**config.mk**
```make
export PLATFORM = sky130hd
export DESIGN_NAME = memory_arbiter_flat
export DESIGN_NICKNAME = d
export VERILOG_FILES = /design/src/rtl/risco5_mem_pkg.sv /design/src/rtl/memory_arbiter_if.sv /design/src/rtl/rr_arbiter_2.sv /design/src/rtl/memory_arbiter.sv /design/src/flat_wrapper.sv
export SDC_FILE = /design/constraint.sdc
export NUM_CORES = 1
export LEC_CHECK = 0
export CORE_AREA = 2 2 121 123
export CTS_BUF_LIST = sky130_fd_sc_hd__clkbuf_8
export DETAILED_ROUTE_END_ITERATION = 12
export DIE_AREA = 0 0 123 125
export GPL_TIMING_DRIVEN = 1
export PLACE_DENSITY = 0.63
export SYNTH_ARGS = -nofsm -noshare
export SYNTH_HDL_FRONTEND = slang
export SYNTH_SLANG_ARGS = --single-unit
```
**constraint.sdc**
```tcl
create_clock -name clk -period 1.7 [get_ports clk]
set_input_delay 0.17 -clock clk [delete_from_list [all_inputs] [get_ports clk]]
set_output_delay 0.17 -clock clk [all_outputs]
set_load 0.01 [all_outputs]
```
**src/rtl/risco5_mem_pkg.sv**
```systemverilog
// Shared types and constants for the Risco-5 memory arbitration logic.
// Optional abort-on-timeout behaviour is enabled with ARBITER_TIMEOUT_EN.
package risco5_mem_pkg;

    typedef enum logic [1:0] {
        IDLE   = 2'd0,
        GRANT0 = 2'd1,
        GRANT1 = 2'd2
    } arb_state_t;

    // Memory access size/sign codes as understood by the Memory block
    localparam logic [2:0] OPT_LB  = 3'b000;
    localparam logic [2:0] OPT_LH  = 3'b001;
    localparam logic [2:0] OPT_LW  = 3'b010;
    localparam logic [2:0] OPT_LBU = 3'b100;
    localparam logic [2:0] OPT_LHU = 3'b101;

    // Load data returned to a master whose transaction was aborted
    localparam logic [31:0] TIMEOUT_READ_DATA = 32'hDEADBEEF;

    // Maps a requester index onto the state that serves it
    function automatic arb_state_t grant_state(input logic idx);
        return idx ? GRANT1 : GRANT0;
    endfunction

endpackage

```
**src/rtl/memory_arbiter_if.sv**
```systemverilog
// One memory port: request strobes, access attributes and the completion handshake.
// The master modport is the side issuing requests; the slave side answers them.
interface memory_arbiter_if #(
    parameter int ADDR_WIDTH = 32,
    parameter int DATA_WIDTH = 32
);

    logic                  memory_read;
    logic                  memory_write;
    logic [2:0]            option;
    logic [ADDR_WIDTH-1:0] address;
    logic [DATA_WIDTH-1:0] write_data;
    logic [DATA_WIDTH-1:0] read_data;
    logic                  memory_response;

    modport master (
        output memory_read,
        output memory_write,
        output option,
        output address,
        output write_data,
        input  read_data,
        input  memory_response
    );

    modport slave (
        input  memory_read,
        input  memory_write,
        input  option,
        input  address,
        input  write_data,
        output read_data,
        output memory_response
    );

endinterface

```
**src/rtl/rr_arbiter_2.sv**
```systemverilog
// Two-way round-robin picker: a lone requester always wins, and when both
// request the one that was not served last time is chosen.
module rr_arbiter_2 (
    input  logic [1:0] req,
    input  logic       last_grant,
    output logic       grant_idx,
    output logic       grant_valid
);

    // Pick a winner from the current request levels and the previous owner
    always_comb begin
        grant_valid = |req;
        grant_idx   = 1'b0;
        case (req)
            2'b01:   grant_idx = 1'b0;
            2'b10:   grant_idx = 1'b1;
            2'b11:   grant_idx = ~last_grant;
            default: grant_idx = 1'b0;
        endcase
    end

endmodule

```
**src/rtl/memory_arbiter.sv**
```systemverilog
// Shares the single Memory port between the Core (m0) and the loader/debug
// master (m1). One transaction at a time, round-robin between requesters,
// with a mandatory IDLE cycle after each completion so a master that drops
// its request after the response is never re-sampled.
// Define ARBITER_TIMEOUT_EN to abort transactions Memory never answers.
module memory_arbiter
    import risco5_mem_pkg::*;
#(
    parameter int ADDR_WIDTH     = 32,
    parameter int DATA_WIDTH     = 32,
    parameter int TIMEOUT_CYCLES = 255
) (
    input  logic              clk,
    input  logic              reset,
    memory_arbiter_if.slave   m0,
    memory_arbiter_if.slave   m1,
    memory_arbiter_if.master  mem,
    output logic              grant_id,
    output logic              busy,
    output logic              timeout_error
);

    if (TIMEOUT_CYCLES < 1 || TIMEOUT_CYCLES > 255) begin : g_timeout_range
        $error("memory_arbiter: TIMEOUT_CYCLES must be within 1..255");
    end

    arb_state_t state_q;
    arb_state_t state_d;
    logic       last_grant_q;
    logic       last_grant_d;

    logic [1:0] req;
    logic       pick_idx;
    logic       pick_valid;

    logic                  sel;
    logic                  sel_read;
    logic                  sel_write;
    logic [2:0]            sel_option;
    logic [ADDR_WIDTH-1:0] sel_address;
    logic [DATA_WIDTH-1:0] sel_write_data;

    logic                  abort;
    logic                  complete;
    logic [DATA_WIDTH-1:0] rdata;

    assign req = {m1.memory_read | m1.memory_write,
                  m0.memory_read | m0.memory_write};

    rr_arbiter_2 u_pick (
        .req         (req),
        .last_grant  (last_grant_q),
        .grant_idx   (pick_idx),
        .grant_valid (pick_valid)
    );

    // Select the attributes of whichever master the current state serves
    always_comb begin
        sel            = (state_q == GRANT1);
        sel_read       = sel ? m1.memory_read  : m0.memory_read;
        sel_write      = sel ? m1.memory_write : m0.memory_write;
        sel_option     = sel ? m1.option       : m0.option;
        sel_address    = sel ? m1.address      : m0.address;
        sel_write_data = sel ? m1.write_data   : m0.write_data;
    end

`ifdef ARBITER_TIMEOUT_EN
    localparam logic [7:0] TIMEOUT_LIMIT = 8'(TIMEOUT_CYCLES);

    logic [7:0] timeout_cnt_q;
    logic [7:0] timeout_cnt_d;

    // Count unanswered grant cycles; abort when the limit is reached unless
    // Memory answers in that very cycle
    always_comb begin
        timeout_cnt_d = timeout_cnt_q;
        abort         = 1'b0;
        if (state_q == IDLE) begin
            timeout_cnt_d = '0;
        end else if (!mem.memory_response) begin
            if (timeout_cnt_q == TIMEOUT_LIMIT) begin
                abort = 1'b1;
            end else begin
                timeout_cnt_d = timeout_cnt_q + 8'd1;
            end
        end
    end

    // Timeout counter register
    always_ff @(posedge clk or posedge reset) begin
        if (reset) begin
            timeout_cnt_q <= '0;
        end else begin
            timeout_cnt_q <= timeout_cnt_d;
        end
    end
`else
    assign abort = 1'b0;
`endif

    // Next-state logic and all bus/handshake outputs; everything idles at 0
    always_comb begin
        state_d      = state_q;
        last_grant_d = last_grant_q;

        mem.memory_read  = 1'b0;
        mem.memory_write = 1'b0;
        mem.option       = '0;
        mem.address      = '0;
        mem.write_data   = '0;

        m0.memory_response = 1'b0;
        m0.read_data       = '0;
        m1.memory_response = 1'b0;
        m1.read_data       = '0;

        grant_id      = 1'b0;
        busy          = 1'b0;
        timeout_error = 1'b0;
        complete      = 1'b0;
        rdata         = '0;

        case (state_q)
            IDLE: begin
                if (pick_valid) begin
                    state_d = grant_state(pick_idx);
                end
            end

            GRANT0, GRANT1: begin
                busy     = 1'b1;
                grant_id = sel;

                mem.memory_write = sel_write;
                mem.memory_read  = sel_read & ~sel_write;
                mem.option       = sel_option;
                mem.address      = sel_address;
                mem.write_data   = sel_write_data;

                complete      = mem.memory_response | abort;
                timeout_error = abort;
                rdata         = abort ? DATA_WIDTH'(TIMEOUT_READ_DATA) : mem.read_data;

                if (sel) begin
                    m1.memory_response = complete;
                    m1.read_data       = rdata;
                end else begin
                    m0.memory_response = complete;
                    m0.read_data       = rdata;
                end

                if (complete) begin
                    state_d      = IDLE;
                    last_grant_d = sel;
                end
            end

            default: begin
                state_d = IDLE;
            end
        endcase
    end

    // State and fairness registers; m1 counts as last served so m0 wins first
    always_ff @(posedge clk or posedge reset) begin
        if (reset) begin
            state_q      <= IDLE;
            last_grant_q <= 1'b1;
        end else begin
            state_q      <= state_d;
            last_grant_q <= last_grant_d;
        end
    end

endmodule
```
**src/flat_wrapper.sv**
```systemverilog
// flat-port wrapper written by rule: the top's interface ports become plain ports
module memory_arbiter_flat import risco5_mem_pkg::*;
#(
    parameter int ADDR_WIDTH     = 32,
    parameter int DATA_WIDTH     = 32,
    parameter int TIMEOUT_CYCLES = 255
)
  (clk, reset, grant_id, busy, timeout_error, m0_memory_read, m0_memory_write, m0_option, m0_address, m0_write_data, m0_read_data, m0_memory_response, m1_memory_read, m1_memory_write, m1_option, m1_address, m1_write_data, m1_read_data, m1_memory_response, mem_memory_read, mem_memory_write, mem_option, mem_address, mem_write_data, mem_read_data, mem_memory_response);
  memory_arbiter_if #(.ADDR_WIDTH(ADDR_WIDTH), .DATA_WIDTH(DATA_WIDTH)) m0_i ();
  memory_arbiter_if #(.ADDR_WIDTH(ADDR_WIDTH), .DATA_WIDTH(DATA_WIDTH)) m1_i ();
  memory_arbiter_if #(.ADDR_WIDTH(ADDR_WIDTH), .DATA_WIDTH(DATA_WIDTH)) mem_i ();
  input  logic clk;
  input  logic reset;
  output logic grant_id;
  output logic busy;
  output logic timeout_error;
  input wire logic [$bits(m0_i.memory_read)-1:0] m0_memory_read;
  input wire logic [$bits(m0_i.memory_write)-1:0] m0_memory_write;
  input wire logic [$bits(m0_i.option)-1:0] m0_option;
  input wire logic [$bits(m0_i.address)-1:0] m0_address;
  input wire logic [$bits(m0_i.write_data)-1:0] m0_write_data;
  output wire logic [$bits(m0_i.read_data)-1:0] m0_read_data;
  output wire logic [$bits(m0_i.memory_response)-1:0] m0_memory_response;
  input wire logic [$bits(m1_i.memory_read)-1:0] m1_memory_read;
  input wire logic [$bits(m1_i.memory_write)-1:0] m1_memory_write;
  input wire logic [$bits(m1_i.option)-1:0] m1_option;
  input wire logic [$bits(m1_i.address)-1:0] m1_address;
  input wire logic [$bits(m1_i.write_data)-1:0] m1_write_data;
  output wire logic [$bits(m1_i.read_data)-1:0] m1_read_data;
  output wire logic [$bits(m1_i.memory_response)-1:0] m1_memory_response;
  output wire logic [$bits(mem_i.memory_read)-1:0] mem_memory_read;
  output wire logic [$bits(mem_i.memory_write)-1:0] mem_memory_write;
  output wire logic [$bits(mem_i.option)-1:0] mem_option;
  output wire logic [$bits(mem_i.address)-1:0] mem_address;
  output wire logic [$bits(mem_i.write_data)-1:0] mem_write_data;
  input wire logic [$bits(mem_i.read_data)-1:0] mem_read_data;
  input wire logic [$bits(mem_i.memory_response)-1:0] mem_memory_response;
  assign m0_i.memory_read = m0_memory_read;
  assign m0_i.memory_write = m0_memory_write;
  assign m0_i.option = m0_option;
  assign m0_i.address = m0_address;
  assign m0_i.write_data = m0_write_data;
  assign m0_read_data = m0_i.read_data;
  assign m0_memory_response = m0_i.memory_response;
  assign m1_i.memory_read = m1_memory_read;
  assign m1_i.memory_write = m1_memory_write;
  assign m1_i.option = m1_option;
  assign m1_i.address = m1_address;
  assign m1_i.write_data = m1_write_data;
  assign m1_read_data = m1_i.read_data;
  assign m1_memory_response = m1_i.memory_response;
  assign mem_memory_read = mem_i.memory_read;
  assign mem_memory_write = mem_i.memory_write;
  assign mem_option = mem_i.option;
  assign mem_address = mem_i.address;
  assign mem_write_data = mem_i.write_data;
  assign mem_i.read_data = mem_read_data;
  assign mem_i.memory_response = mem_memory_response;
  memory_arbiter #(.ADDR_WIDTH(ADDR_WIDTH), .DATA_WIDTH(DATA_WIDTH), .TIMEOUT_CYCLES(TIMEOUT_CYCLES)) u_core (.clk(clk), .reset(reset), .m0(m0_i), .m1(m1_i), .mem(mem_i), .grant_id(grant_id), .busy(busy), .timeout_error(timeout_error));
endmodule
```
==> flow_summary.ini <==
[floorplan]
rows = 44
core_area_mm2 = 0.01420
initial_core_util = 0.1255
io_pins = 311
die_y_um = 125
dieWidth_um = 123
die-area_mm2 = 0.01538

[timing]
finClkSkew_ps = 0.3183
finalHoldViolations = 0
max_freq_mhz = 524.4
min_period_ps = 1907
rsz0062_at_grt = true
setup_viol_count_final = 130
finalMaxSlewViolations = 0
setup_slack_ps = -207.0
finalCritPeriodShare = 1.122

[synth]
yosysTopAreaCellShare = 0.3818
ys_warn_count = 0
synth_top_family_by_area = simple AND/OR/NAND/NOR gates
synth-edff-count = 0
ys_seq_elements = 3
synth-seq-area-share = 0.04281
synth-adder-area-share = 0.01404
synthCells = 256
synth_top_area_cell = mux2i_1
synth_cell_types = 25
yosys-top-cells-area = mux2i_1, nor2_1, and2_1, and3_1, buf_12
synthSimpleGateAreaFrac = 0.4007
synth-compound-area-share = 0.02737
async_reset_ff_frac = 1.000
synth_mux_area_frac = 0.3818
synthTopCellsByCount = nor2_1, mux2i_1, and2_1, and3_1, clkbuf_1
syn_area_mm2 = 0.001783
syn_nets = 431
synth_top_flop_cell = dfrtp_1
synthXorXnorAreaFrac = 0
syn_area_per_cell_um2 = 6.965
synth_most_common_cell = nor2_1

[grt]
use_met3 = 0.02418
grt_pass1_vias = 3401
busiest_layer = met2
grt_start_max_net_pins = 26
met1_usage = 0.1436
grt.total_usage = 0.1451
antenna_found_initial = 0
grt-ovfl-total = 0
grt_pass1_wl_um = 17460
met2_usage = 0.3074

[setup_path]
crit_fanout = 8
cp_top_family = buffers and inverters
end_kind = primary output
cp.buffers_inverters = 6
cpMaxStageDelayCell = dfrtp_1
rr_startpoint = u_core.state_q[1]
cpPeakStageDelay_ps = 340
crit_chain = inv_2 -> ha_4 -> buf_8 -> buf_6 -> nor2_4 -> buf_6 -> buf_16 -> and2_4 -> buf_6
critPathKind = flip-flop to primary output
critPathRequiredTime_ps = 1530
reg2reg_depth = 8
path_common_cell = buf_6
cp-start-kind = flip-flop
reg2reg_setup_slack_ps = 30
timing.rr.end = u_core.state_q[1]
critPathArrivalTime_ps = 1740

[cts]
cts_tree = yes
cts_hold_buf = 0
cts_buffers = 3
clk_pin_slew_ps = 30
cts_sinks = 3
clock_latency_ps = 210
clock_path_buffers = 2
cts_root_buf = clkbuf_8
h-tree-depth = 1

[route]
drt_iter0_markers = 47
drc = 0
antenna_left = 0
vias = 3327
via_per_inst = 4.143
routed_wl_um = 12510
dr.pass1.iters = 4
wl_per_cell_um = 15.58

[placement]
post-dp-hpwl_um = 8394
io_buffers = 309
gp_congestion = 0.7523

[finish]
post-route-util = 0.4244
area_delta_synth_final_pct = 238.1
antennaDiodeCount = 0
nets = 795
drive_gt1_frac = 0.4701

[worst_hold_path]
hp-class = input pin to async pin

[pwr]
p_per_area_mw_per_mm2 = 1742
fin_total_pwr_mw = 10.50
peakVddDrop_uv = 616.0
leakage_nw = 2.845

[outcome]
violations = negative setup slack
status = finished, violations left

[job]
max_cap_violations = 0
[placed cells by master, fill, tap and decap left out, types with 12 or more instances in the layout]
| master | instances |
|---|---|
| mux2i_1 | 54 |
| buf_4 | 18 |
| nor2_1 | 66 |
| buf_2 | 92 |
| and3_4 | 17 |
| buf_8 | 12 |
| clkdlybuf4s50_1 | 172 |
| and3_1 | 16 |
| and2_4 | 25 |
| buf_12 | 14 |
| buf_6 | 65 |
[worst reg2reg max path, cell delays in order (launching register included)]
cell and delay [ps]:
dfrtp_1 390, inv_2 70, ha_4 280, buf_8 150, buf_16 140, buf_4 140, nor2b_4 130, a21oi_2 130
o32ai_2 100
[sequential cells by signal (all words and copies together), names as in the netlist]
| name | flops |
|---|---|
| u_core.last_grant_q | 1 |
| u_core.state_q | 2 |
[per-layer routing]
metal  vias up  routed length [um]
met3        10                1168
met2       206                6974
met1      1519                4245
met4         0                 119
li1       1592                   -
met5         -                   0
[per-stage QoR]
stage	TNS, ps	instance area (um^2)	worst slack (ps)	instances	hold slack, ps
2_1_floorplan	0	1783	122.6	256	-77.08
3_3_place_gp	-31740	5106	-281.4	737	354.5
3_5_place_dp	-36620	5106	-355.7	737	359.6
4_1_cts	-13310	5678	-198.6	803	131.0
5_1_grt	-22710	6028	-269.5	803	153.2
6_report	-12610	6028	-207.0	803	129.4
[layout make-up]
| class | instances | area, um^2 |
|---|---|---|
| well taps | 184 | 230.2 |
| fillers | 1383 | 8175 |
| multi-input cells | 221 | 1812 |
| clock buffers | 3 | 41.29 |
| clock inverters | 1 | 3.754 |
| inverters | 5 | 26.28 |
| repair buffers | 386 | 3839 |
| flip-flops and latches | 3 | 76.32 |
[power breakdown]
group	total (mW)	internal (mW)	switching (mW)
combinational	10.2	5.94	4.24
sequential	0.129	0.107	0.0225
clock	0.197	0.153	0.0439
[worst max path at each step]
stage | endpoint | cells after the start | slack [ps] | from
after global routing | m0_read_data[10] | 9 | -270 | u_core.state_q[0]
after global placement | m1_memory_response | 5 | -280 | u_core.state_q[1]
after CTS | m0_read_data[10] | 8 | -200 | u_core.state_q[1]
after floorplan | mem_write_data[21] | 7 | 120 | u_core.state_q[1]
final | m0_read_data[10] | 9 | -210 | u_core.state_q[0]
after detailed placement | m1_read_data[9] | 5 | -360 | u_core.state_q[1]
[cell families (layout without fill, tap and decap cells)]
kind of cell,after synthesis,in the layout
AND/OR/NAND/NOR,143,143
multiplexers,68,68
buffers and inverters,32,395
AO/OA/AOI/OAI,7,7
flip-flops,3,3
adder cells (fa/ha/maj),2,2
other,1,1
[timing repair]
action | 4_1_cts | 5_1_grt
gates resized for setup | 656 | 88
endpoints found under the setup margin | 137 | 138
pin swaps | 31 | 22
gates cloned | 12 | 4
buffers inserted | 50 | 9
Note: power is estimated with default switching activity, not from simulation.
